<file path="src/rtl/cp0.sv">
// rtl/cp0.sv - coprocessor 0: SR/Cause/EPC/PRId, interrupt request and eret handling
module cp0 (
    input  logic        clk,
    input  logic        reset,
    input  logic [4:0]  a1,
    input  logic [4:0]  a2,
    input  logic [31:0] din,
    input  logic        we,
    input  logic [31:0] pc,
    input  logic        eret,
    input  logic [5:0]  hwint,
    output logic        intreq,
    output logic [31:0] epc,
    output logic [31:0] dout
);

    localparam logic [4:0]  REG_SR    = 5'd12;
    localparam logic [4:0]  REG_CAUSE = 5'd13;
    localparam logic [4:0]  REG_EPC   = 5'd14;
    localparam logic [4:0]  REG_PRID  = 5'd15;
    localparam logic [31:0] PRID_VAL  = 32'h2024_0001;

    // Only the architecturally meaningful fields are stored; unused bits read as 0.
    logic [5:0]  im_q, im_d;
    logic        exl_q, exl_d;
    logic        ie_q, ie_d;
    logic [5:0]  ip_q, ip_d;
    logic [4:0]  exc_code_q, exc_code_d;
    logic [29:0] epc_q, epc_d;

    logic [31:0] sr_val;
    logic [31:0] cause_val;
    logic [31:0] epc_val;
    logic [31:0] pc_plus4;
    logic        wr_sr;
    logic        wr_epc;

    assign sr_val    = {16'h0, im_q, 8'h0, exl_q, ie_q};
    assign cause_val = {16'h0, ip_q, 3'b000, exc_code_q, 2'b00};
    assign epc_val   = {epc_q, 2'b00};
    assign pc_plus4  = pc + 32'd4;
    assign wr_sr     = we && (a2 == REG_SR);
    assign wr_epc    = we && (a2 == REG_EPC);

    // Interrupt request: purely combinational from live hwint and the registered SR.
    always_comb begin
        intreq = (|(hwint & im_q)) & ie_q & ~exl_q;
    end

    // mfc0 read mux; shows the pre-write value when the same register is written.
    always_comb begin
        dout = 32'h0;
        case (a1)
            REG_SR:    dout = sr_val;
            REG_CAUSE: dout = cause_val;
            REG_EPC:   dout = epc_val;
            REG_PRID:  dout = PRID_VAL;
            default:   dout = 32'h0;
        endcase
    end

    assign epc = epc_val;

    // Next-state: mtc0 applied first, then eret, then interrupt entry, so later
    // assignments override earlier ones for the fields they touch.
    always_comb begin
        im_d       = im_q;
        exl_d      = exl_q;
        ie_d       = ie_q;
        ip_d       = hwint;
        exc_code_d = exc_code_q;
        epc_d      = epc_q;

        if (wr_sr) begin
            im_d  = din[15:10];
            exl_d = din[1];
            ie_d  = din[0];
        end
        if (wr_epc) begin
            epc_d = din[31:2];
        end
        if (eret) begin
            exl_d = 1'b0;
        end
        if (intreq) begin
            exl_d      = 1'b1;
            exc_code_d = 5'd0;
            epc_d      = pc_plus4[31:2];
        end
    end

    // State registers with synchronous reset dominating every other update.
    always_ff @(posedge clk) begin
        if (reset) begin
            im_q       <= 6'h0;
            exl_q      <= 1'b0;
            ie_q       <= 1'b0;
            ip_q       <= 6'h0;
            exc_code_q <= 5'h0;
            epc_q      <= 30'h0;
        end else begin
            im_q       <= im_d;
            exl_q      <= exl_d;
            ie_q       <= ie_d;
            ip_q       <= ip_d;
            exc_code_q <= exc_code_d;
            epc_q      <= epc_d;
        end
    end

endmodule
</file>
<file path="config.mk">
export PLATFORM = sky130hd
export DESIGN_NAME = cp0
export DESIGN_NICKNAME = d
export VERILOG_FILES = /design/src/rtl/cp0.sv
export SDC_FILE = /design/constraint.sdc
export NUM_CORES = 1
export LEC_CHECK = 0
export CAP_MARGIN = 20
export CELL_PAD_IN_SITES_DETAIL_PLACEMENT = 1
export CELL_PAD_IN_SITES_GLOBAL_PLACEMENT = 1
export CORE_MARGIN = 4
export CORE_UTILIZATION = 30
export DETAILED_ROUTE_END_ITERATION = 10
export HOLD_SLACK_MARGIN = 0.15
export PLACE_DENSITY_LB_ADDON = 0.1
export SYNTH_ARGS = -nofsm -noshare
export SYNTH_HDL_FRONTEND = slang
export SYNTH_SLANG_ARGS = --single-unit
export TNS_END_PERCENT = 50
</file>
<file path="constraint.sdc">
create_clock -name clk -period 5.9 [get_ports clk]
set_input_delay 1.475 -clock clk [delete_from_list [all_inputs] [get_ports clk]]
set_output_delay 1.475 -clock clk [all_outputs]
set_load 0.02 [all_outputs]
</file>
==> run metrics <==
Post-CTS Setup Repair Bufs=0; dpl hpwl=7.412 mm; # hold bufs at CTS=0; met2 WL=approximately 4.7 mm; pwr dens=roughly 150 nW/µm²; Core Box Area=9196 µm²; CP Capture Type=primary output; crit path time final=4944 ps; clock power share=0.364; max-capacitance violation count=0; Switching Share=0.2514; GPL Wtd Cong=roughly 0.76; Final Cycle Share=0.8379; CTS resizes=0; status=complete, no violations; vias in the first global route=between 3,000 and 4,000; met3 wire length=608 µm; DRC viols=0; Die X-Extent=between 100 and 150 µm; worst skew pair latency=300 ps; antenna viol nets, final=0; vias=2,917; unique cell type count in the Yosys netlist=36; Die ar.=approximately 11,000 µm²; Int Power=between 400 and 500 µW; part of the Yosys area used for sequential elements=0.3130; Synth-to-Final Area Change=57.40%; slew margin rel.=0.4021; PortBufs=144; #FFs+latches synth=44; final hold violation count=0; final instance area=between 4000 and 5000 µm²; global-route wire length before repair=16.03 mm; Final Max Slew Viols=0; HP Start=im_q[3]; Root Buffer=clkbuf_8; # diodes=0; total CTS buffers=5; Mapped Cells=330; Min Hold Slack=548.2 ps; Setup CP Type=in -> out; Logic pwr share=0.178; P_sw=166.1 µW; Setup violations, final=0; final clock skew=about 9.5 ps; drt via density=5.021; CP Max Fanout=17; RR Startpoint=im_q[0]; row count=35; Core Util, Final=0.4816; Mapped Avg Cell Area=8.527 µm²; synthesized cell area=2814 µm²; maximum number of pins on one net before global-route repair=48; met1 WL=4.450 mm; Starting Density=0.3060; I/O pin count=around 150; fmax=approximately 200 MHz; routed len/inst=between 15 and 20 µm; highest routed layer=met4; DR pass1 iterations=4; Worst Path Required=4430 ps; Seq pwr share=0.458; Yosys warning count=0; Crit. Startpoint=a1[1]; RSZ-0062 raised after global routing=no; CTS sink cnt=44; Die Y=roughly 100 µm; initial antenna violation count=0; CP startpoint kind=input port; VDD IR max=0.08791 mV; CTS Buffer Depth=2; H-tree Lvls=2; gr usage total=0.1790; routed wire length=9.789 mm; worst path arrival time=3470 ps; GRT Residual Overflow=0; leakage=0.001615 µW; Setup TNS Final=0 ps; CTS tree=done; measured slew at the worst slew-check pin=896.8 ps; Final #Nets=approximately 550; violation count after the first detailed-route iteration=34; area post-placement=~4300 µm²; clock slew at reported path FFs=roughly 90 ps; share of cells above drive strength 1=0.05319; Hold WC Path Type=reg -> reg
## kinds of logic after synthesis
| family | Yosys count | synth area share |
|---|---|---|
| fa+ha+maj | 1 | 0.004446 |
| flops | 44 | 0.3130 |
| xor+xnor | 28 | 0.08715 |
| simple gates | 145 | 0.2921 |
| compound gates | 58 | 0.1476 |
| mux | 27 | 0.09604 |
| buf+inv | 26 | 0.05825 |
| other cells | 1 | 0.001333 |
## final cells by class
cell class / instances / area (µm²)
Timing Repair Buffer: 153 / 1504
Sequential cell: 44 / 880.8
Multi-Input combinational cell: 261 / 1779
Clock buffer: 5 / 68.82
Clock inverter: 3 / 42.54
Fill cell: 1111 / 4767
Inverter: 4 / 15.01
Tap cell: 111 / 138.9
## power by group through the flow
stage	Combinational [µW]	Sequential, µW	Clock, µW
after floorplan	39.8	311	0
after global placement	116	310	0
after detailed placement	118	310	0
after CTS	119	303	249
after global routing	127	303	261
final	118	303	240
## cells in the mapped netlist
cell / n / area, µm²
buf_4: 4 / 30.03
buf_1: 1 / 3.750
nor4b_1: 1 / 8.760
and4_1: 1 / 8.760
xor2_1: 23 / 201.4
nor4_4: 3 / 63.81
nor3_1: 3 / 15.01
and2_1: 21 / 131.4
nand2b_1: 1 / 6.260
a21oi_1: 7 / 35.03
a211oi_1: 47 / 352.8
mux2i_1: 27 / 270.3
and3_1: 5 / 31.28
nand3_4: 1 / 17.52
or4_1: 1 / 7.510
nand3_2: 1 / 10.01
nand4_1: 6 / 37.54
dfxtp_1: 44 / 880.8
clkbuf_8: 5 / 68.82
conb_1: 1 / 3.750
clkbuf_1: 11 / 41.29
nor4_1: 3 / 18.77
nor2_1: 42 / 157.7
a22oi_1: 3 / 22.52
buf_2: 1 / 5.000
nand3b_1: 1 / 7.510
ha_1: 1 / 12.51
o21ai_0: 1 / 5.000
nand3_1: 14 / 70.07
nand3b_2: 1 / 11.26
nand2_1: 13 / 48.80
nor2b_1: 26 / 162.7
xnor2_1: 5 / 43.79
inv_1: 3 / 11.26
clkinv_1: 1 / 3.750
and2b_1: 1 / 7.510
## worst max-delay path: stages
cell	delay (ps)
clkdlybuf4s50_1	450
buf_4	170
nor2b_1	170
nor2b_1	180
buf_4	240
and2_1	160
clkdlybuf4s50_1	610
## path summary, 6_finish.rpt
kind	slack (ps)	to	cells past startpoint
setup / recovery	960	dout[8]	7
hold / removal	550	im_q[3]	2
setup reg to reg	4250	epc_q[14]	7
hold reg to reg	550	im_q[3]	2
## per-layer routing
layer  track usage  up-vias
met3       0.04694        7
met4       0.03093        0
li1              -     1440
met2        0.3029       85
met5             0        -
met1        0.2317     1385
## registers in the layout, summed over array words and instances, names as in the netlist
register and flops:
ip_q 6, im_q 6, exl_q 1, ie_q 1, epc_q 30
## through the flow
stage	setup slack, ps	std cells	power [µW]
6_report	956.1	581	660.8
5_1_grt	760.5	581	690.9
4_1_cts	927.2	581	670.5
3_5_place_dp	928.0	573	427.6
3_3_place_gp	971.4	573	425.7
2_1_floorplan	1687	331	351.0
## cells in the final DEF (no fill, tap or decap), types with 6 or more instances in the layout
cell	netlist	routed
nor2b_1	26	26
nand2_1	13	13
mux2i_1	27	27
a211oi_1	47	47
nand4_1	6	6
clkdlybuf4s50_1	0	143
nor2_1	42	42
a21oi_1	7	7
and2_1	21	21
dfxtp_1	44	44
xor2_1	23	23
nand3_1	14	14
buf_4	4	9
Note: power is estimated with default switching activity, not from simulation.
